**src/rtl/asv_pkg.sv**
```systemverilog
// Shared definitions for the asv video framing convention: generator states,
// tuser bit positions and a counter-width helper.
package asv_pkg;

    typedef enum logic [1:0] {
        GEN_IDLE   = 2'd0,
        GEN_ACTIVE = 2'd1,
        GEN_HBLANK = 2'd2,
        GEN_VBLANK = 2'd3
    } asv_gen_state_t;

    localparam int ASV_SOF = 0;
    localparam int ASV_SOL = 1;
    localparam int ASV_EOF = 2;

    // Bits needed to count 0..v-1, never less than one.
    function automatic int asv_width(input int v);
        return (v > 1) ? $clog2(v) : 1;
    endfunction

endpackage

```
**src/rtl/asv_gen_counter.sv**
```systemverilog
// Pixel/line position counter for the frame generator; exposes next-state values and terminal counts.
// Advances one pixel per accepted beat, wrapping line and frame; no backpressure of its own.
module asv_gen_counter
    import asv_pkg::*;
#(
    parameter int W = 16,
    parameter int H = 8,
    localparam int PW = asv_width(W),
    localparam int LW = asv_width(H)
) (
    input  logic          clk_i,
    input  logic          rst_ni,
    input  logic          adv_i,
    output logic [PW-1:0] pix_d_o,
    output logic [LW-1:0] ln_d_o,
    output logic          px_last_o,
    output logic          ln_last_o
);

    logic [PW-1:0] pix_q, pix_d;
    logic [LW-1:0] ln_q, ln_d;

    assign px_last_o = (pix_q == PW'(W - 1));
    assign ln_last_o = (ln_q == LW'(H - 1));

    always_comb begin
        pix_d = pix_q;
        ln_d  = ln_q;
        if (adv_i) begin
            if (px_last_o) begin
                pix_d = '0;
                ln_d  = ln_last_o ? '0 : ln_q + 1'b1;
            end else begin
                pix_d = pix_q + 1'b1;
            end
        end
    end

    always_ff @(posedge clk_i or negedge rst_ni) begin
        if (!rst_ni) begin
            pix_q <= '0;
            ln_q  <= '0;
        end else begin
            pix_q <= pix_d;
            ln_q  <= ln_d;
        end
    end

    assign pix_d_o = pix_d;
    assign ln_d_o  = ln_d;

endmodule

```
**src/rtl/asv_frame_gen.sv**
```systemverilog
// AXI4-Stream counting-pattern frame source; every output is registered, so decode runs on next-state values.
// A beat holds until tvalid && tready; blanking appears as tvalid-low cycles.
module asv_frame_gen
    import asv_pkg::*;
#(
    parameter int W  = 16,
    parameter int H  = 8,
    parameter int HB = 2,
    parameter int VB = 4,
    parameter int N  = 2,
    parameter int U  = 3
) (
    input  logic           aclk,
    input  logic           aresetn,
    input  logic           enable,
    output logic           tvalid,
    input  logic           tready,
    output logic [8*N-1:0] tdata,
    output logic           tlast,
    output logic [U-1:0]   tuser,
    output logic           busy,
    output logic           frame_done,
    output logic [15:0]    frame_cnt
);

    localparam int PW = asv_width(W);
    localparam int LW = asv_width(H);
    localparam int BW = asv_width((HB > VB) ? HB : VB);
    localparam int DW = 8 * N;
    localparam logic [BW-1:0] HB_LAST = BW'((HB > 0) ? HB - 1 : 0);
    localparam logic [BW-1:0] VB_LAST = BW'((VB > 0) ? VB - 1 : 0);

    asv_gen_state_t state_q, state_d;
    logic [BW-1:0]  blank_q, blank_d;
    logic [15:0]    fcnt_q, fcnt_d;
    logic           tvalid_q, tlast_q, tlast_d, busy_q, done_q, done_d;
    logic [DW-1:0]  tdata_q, tdata_d;
    logic [U-1:0]   tuser_q, tuser_d;
    logic [PW-1:0]  pix_d;
    logic [LW-1:0]  ln_d;
    logic           px_last, ln_last, fire;
    logic [DW+15:0] beat_wide;

    assign fire = tvalid_q & tready;

    asv_gen_counter #(.W(W), .H(H)) u_cnt (
        .clk_i     (aclk),
        .rst_ni    (aresetn),
        .adv_i     (fire),
        .pix_d_o   (pix_d),
        .ln_d_o    (ln_d),
        .px_last_o (px_last),
        .ln_last_o (ln_last)
    );

    always_comb begin
        state_d = state_q;
        blank_d = blank_q;
        done_d  = 1'b0;
        case (state_q)
            GEN_IDLE: if (enable) state_d = GEN_ACTIVE;
            GEN_ACTIVE: begin
                if (fire && px_last) begin
                    if (!ln_last) begin
                        state_d = (HB > 0) ? GEN_HBLANK : GEN_ACTIVE;
                    end else begin
                        done_d  = 1'b1;
                        if (VB > 0) state_d = GEN_VBLANK;
                        else        state_d = enable ? GEN_ACTIVE : GEN_IDLE;
                    end
                end
            end
            GEN_HBLANK: begin
                if (blank_q == HB_LAST) begin
                    blank_d = '0;
                    state_d = GEN_ACTIVE;
                end else begin
                    blank_d = blank_q + 1'b1;
                end
            end
            GEN_VBLANK: begin
                // enable is only consulted on the last blank cycle of the frame gap
                if (blank_q == VB_LAST) begin
                    blank_d = '0;
                    state_d = enable ? GEN_ACTIVE : GEN_IDLE;
                end else begin
                    blank_d = blank_q + 1'b1;
                end
            end
            default: state_d = GEN_IDLE;
        endcase
    end

    assign fcnt_d = done_d ? fcnt_q + 16'd1 : fcnt_q;

    always_comb begin
        beat_wide = {DW'(fcnt_d), 8'(ln_d), 8'(pix_d)};
        tdata_d   = '0;
        tlast_d   = 1'b0;
        tuser_d   = '0;
        if (state_d == GEN_ACTIVE) begin
            tdata_d          = beat_wide[DW-1:0];
            tlast_d          = (pix_d == PW'(W - 1));
            tuser_d[ASV_SOF] = (pix_d == '0) && (ln_d == '0);
            tuser_d[ASV_SOL] = (pix_d == '0);
            tuser_d[ASV_EOF] = (pix_d == PW'(W - 1)) && (ln_d == LW'(H - 1));
        end
    end

    always_ff @(posedge aclk or negedge aresetn) begin
        if (!aresetn) begin
            state_q  <= GEN_IDLE;
            blank_q  <= '0;
            fcnt_q   <= '0;
            tvalid_q <= 1'b0;
            tdata_q  <= '0;
            tlast_q  <= 1'b0;
            tuser_q  <= '0;
            busy_q   <= 1'b0;
            done_q   <= 1'b0;
        end else begin
            state_q  <= state_d;
            blank_q  <= blank_d;
            fcnt_q   <= fcnt_d;
            tvalid_q <= (state_d == GEN_ACTIVE);
            tdata_q  <= tdata_d;
            tlast_q  <= tlast_d;
            tuser_q  <= tuser_d;
            busy_q   <= (state_d != GEN_IDLE);
            done_q   <= done_d;
        end
    end

    assign tvalid     = tvalid_q;
    assign tdata      = tdata_q;
    assign tlast      = tlast_q;
    assign tuser      = tuser_q;
    assign busy       = busy_q;
    assign frame_done = done_q;
    assign frame_cnt  = fcnt_q;

endmodule
```
**config.mk**
```make
export PLATFORM = sky130hd
export DESIGN_NAME = asv_frame_gen
export DESIGN_NICKNAME = d
export VERILOG_FILES = /design/src/rtl/asv_pkg.sv /design/src/rtl/asv_gen_counter.sv /design/src/rtl/asv_frame_gen.sv
export SDC_FILE = /design/constraint.sdc
export NUM_CORES = 1
export LEC_CHECK = 0
export BUFFER_PORTS_ARGS = -buffer_cell sky130_fd_sc_hd__buf_2
export CAP_MARGIN = 10
export CORE_ASPECT_RATIO = 1.5
export CORE_MARGIN = 1.5
export CORE_UTILIZATION = 43
export DETAILED_ROUTE_END_ITERATION = 10
export PLACE_DENSITY = 0.72
export SYNTH_ARGS = -nofsm -noshare
export SYNTH_HDL_FRONTEND = slang
export SYNTH_SLANG_ARGS = --single-unit
```
**constraint.sdc**
```tcl
create_clock -name aclk -period 4.33 [get_ports aclk]
set_clock_uncertainty 0.05 [all_clocks]
set_input_delay 1.299 -clock aclk [delete_from_list [all_inputs] [get_ports aclk]]
set_output_delay 1.299 -clock aclk [all_outputs]
set_load 0.005 [all_outputs]
```
==> key figures <==
Status
  – Status: finished, final reports clean

Pwr
  – Power Dens Cells: between 500 and 600 mW/mm^2
  – Peak supply drop: between 0.0002 and 0.0003 V
  – Cell leakage power: around 0.0012 uW

Setup path
  – Crit path required time: between 4000 and 5000 ps
  – Crit path to: tuser[0]
  – Worst R2R Setup Slack: between 2000 and 2500 ps
  – Reg2Reg Depth: 5
  – Setup crit end kind: flip-flop
  – R2r endpoint: tuser[0]
  – Startpoint Class: input port
  – Worst setup path start: tready
  – Worst-path fanout max: 5
  – CP arrival: about 2500 ps
  – R2R Path Start: u_cnt.pix_q[0]
  – Setup Crit Path Kind: input port to flip-flop

Routing
  – Post-detailed-route count of antenna-violating nets: 0
  – Wire per inst: between 10 and 15 um
  – Vias per cell: around 5.3
  – DRT Pass-1 Iters: 6
  – Routed wire length: 3.47 mm
  – Post-route DRC: 0
  – Initial DRC count: 44
  – Routed via count: ~1400

Clock network
  – Resize count post-CTS: 0
  – Clock Sink Count: a little over 40
  – CTS tree: done
  – Clock buffer depth: 2
  – Clock transition at the registers of the reported paths: ~80 ps
  – Clock buffer count from CTS: 5
  – Postcts setup bufs: 0
  – # hold bufs at CTS: 0
  – Clock root buffer master: clkbuf_8
  – Clk_lat worst skew: between 200 and 300 ps
  – Total number of H-tree levels: 2

Synthesis
  – Ys flop type: dfrtp_1
  – Synth Instances: 174
  – Async SR Flop Fraction: 1.00
  – Mapped Area: 0.00195 mm^2
  – Syn Area/Cell: roughly 11 um^2
  – Register area share after synthesis: 0.526
  – Distinct cells, synth: 39
  – Yosys warns: 0
  – #FFs+latches synth: 41
  – Post-synth EDFFs: 0

Timing
  – Fin crit period: 2410 ps
  – Fmax: approximately 410 MHz
  – Setup TNS: 0 ps
  – Final hold vios: 0
  – RSZ-0062 raised after global routing: no
  – Final Slew Violations: 0
  – Slew headroom: 0.404
  – Slew @ Worst Pin: 895 ps
  – Final Setup Violations: 0
  – Period utilization: 0.557

Layout
  – Most common cell after layout, fill and taps aside: dfrtp_1
  – Ant. Diodes: 0
  – Fillers: around 400
  – Most frequent cells in the layout: 41 x dfrtp_1, 33 x buf_2, 16 x nand3_1, 13 x xnor2_1
  – Post-Layout Cell Count: 257
  – Area delta synth->final: 15.6%
  – Layout cells sized above 1: 0.242
  – Fin nets: 221

Floorplanning
  – Initial core utilization: 0.455
  – Die Wd: approximately 58 um
  – Die Y-Extent: 85.5 um
  – # IOs: 43
  – Die ar.: roughly 0.005 mm^2
  – Core Area: 0.00428 mm^2
  – Row Count: 29

GRT
  – Overflow after GRT: 0
  – GRT Total Usage: 0.154
  – Vias in the first global route: 1309
  – Largest net degree at the start of global routing: between 40 and 50
  – Initial antenna violation count: 0
  – First-pass GRT wire length: approximately 5.9 mm

Placed design
  – IO buf count: 33
  – GPL Wtd Cong: approximately 0.85
  – Dpl hpwl: between 2 and 3 mm
  – Placed insts: 249

Flow run
  – # Max-Cap Violations: 0

Min path
  – Hold WC Path Type: flip-flop to flip-flop
==> through the flow <==
stage	area [um^2]	total power, uW	setup slack (ps)	utilization	hold WS (ps)
final	2250	1280	1920	0.526	420
after CTS	2250	1300	1880	0.526	423
after global routing	2250	1380	1770	0.526	441
after floorplan	1980	821	1940	-	418
after detailed placement	2120	934	1580	0.495	413
after global placement	2120	923	1660	0.495	406
==> worst min-delay path by stage <==
| stage | depth (start not counted) | endpoint | startpoint |
|---|---|---|---|
| final | 1 | frame_cnt[15] | frame_cnt[15] |
| after global routing | 1 | frame_cnt[15] | frame_cnt[15] |
| after CTS | 1 | frame_cnt[15] | frame_cnt[15] |
| after detailed placement | 1 | frame_cnt[15] | frame_cnt[15] |
| after global placement | 1 | frame_cnt[15] | frame_cnt[15] |
| after floorplan | 1 | frame_cnt[15] | frame_cnt[15] |
==> critical path, stage by stage <==
cell,delay [ps]
buf_2,110
and2_1,240
mux2i_1,370
nand3_1,150
nor4_1,360
==> per-layer routing <==
layer / part of all wire / vias up / GRT usage
met2: 0.54 / 32 / 0.280
met4: 0.020 / 0 / 0.0634
met1: 0.40 / 656 / 0.166
li1: - / 662 / -
met5: 0 / - / 0
met3: 0.042 / 6 / 0.0381
==> synth_stat cells (2+ instances only) <==
library cell	number	area, um^2
a21o_1	2	15.0
a21oi_1	5	25.0
and2_1	2	12.5
and3_1	6	37.5
and4_1	3	26.3
buf_2	3	15.0
buf_4	9	67.6
dfrtp_1	41	1030
ha_1	7	87.6
inv_1	9	33.8
mux2i_1	5	50.1
nand2_1	8	30.0
nand3_1	16	80.1
nand4_1	6	37.5
nor2_1	9	33.8
nor4_1	2	12.5
o21ai_0	4	20.0
or3_1	2	12.5
xnor2_1	13	114
xor2_1	3	26.3
==> sequential cells by signal, summed over array words and instances (netlist names) <==
name,count
frame_cnt,16
tdata,7
u_cnt.pix_q,4
tuser,3
u_cnt.ln_q,3
blank_q,2
state_q,2
busy,1
frame_done,1
tlast,1
tvalid,1
==> cell families (layout without fill, tap and decap cells) <==
kind of cell    Yosys count  in the layout  share of synthesized area
xor+xnor                 16             16                     0.0719
fa+ha+maj                 7              7                     0.0449
buf+inv                  21             50                     0.0597
other cells               1              9                    0.00192
simple gates             65             65                      0.199
mux                       6              6                     0.0315
flops                    41             41                      0.526
compound gates           17             17                     0.0648
==> area by class of cell <==
type,instances,area [um^2],share of cell area
Multi-Input combinational cell,120,837,0.371
Sequential cell,41,1030,0.455
Inverter,9,33.8,0.0150
Timing Repair Buffer,33,165,0.0733
Clock inverter,3,65.1,0.0289
Clock buffer,5,68.8,0.0305
Tap cell,46,57.6,0.0255
==> where the power goes <==
| group | internal, uW | leakage (uW) | total, uW | switching, uW |
|---|---|---|---|---|
| Sequential | 469 | 0.000535 | 541 | 72.3 |
| Clock | 229 | 0.0000681 | 359 | 130 |
| Combinational | 152 | 0.000578 | 381 | 228 |
| Total | 850 | 0.00118 | 1280 | 431 |
Power figures use the tool's default switching activity.
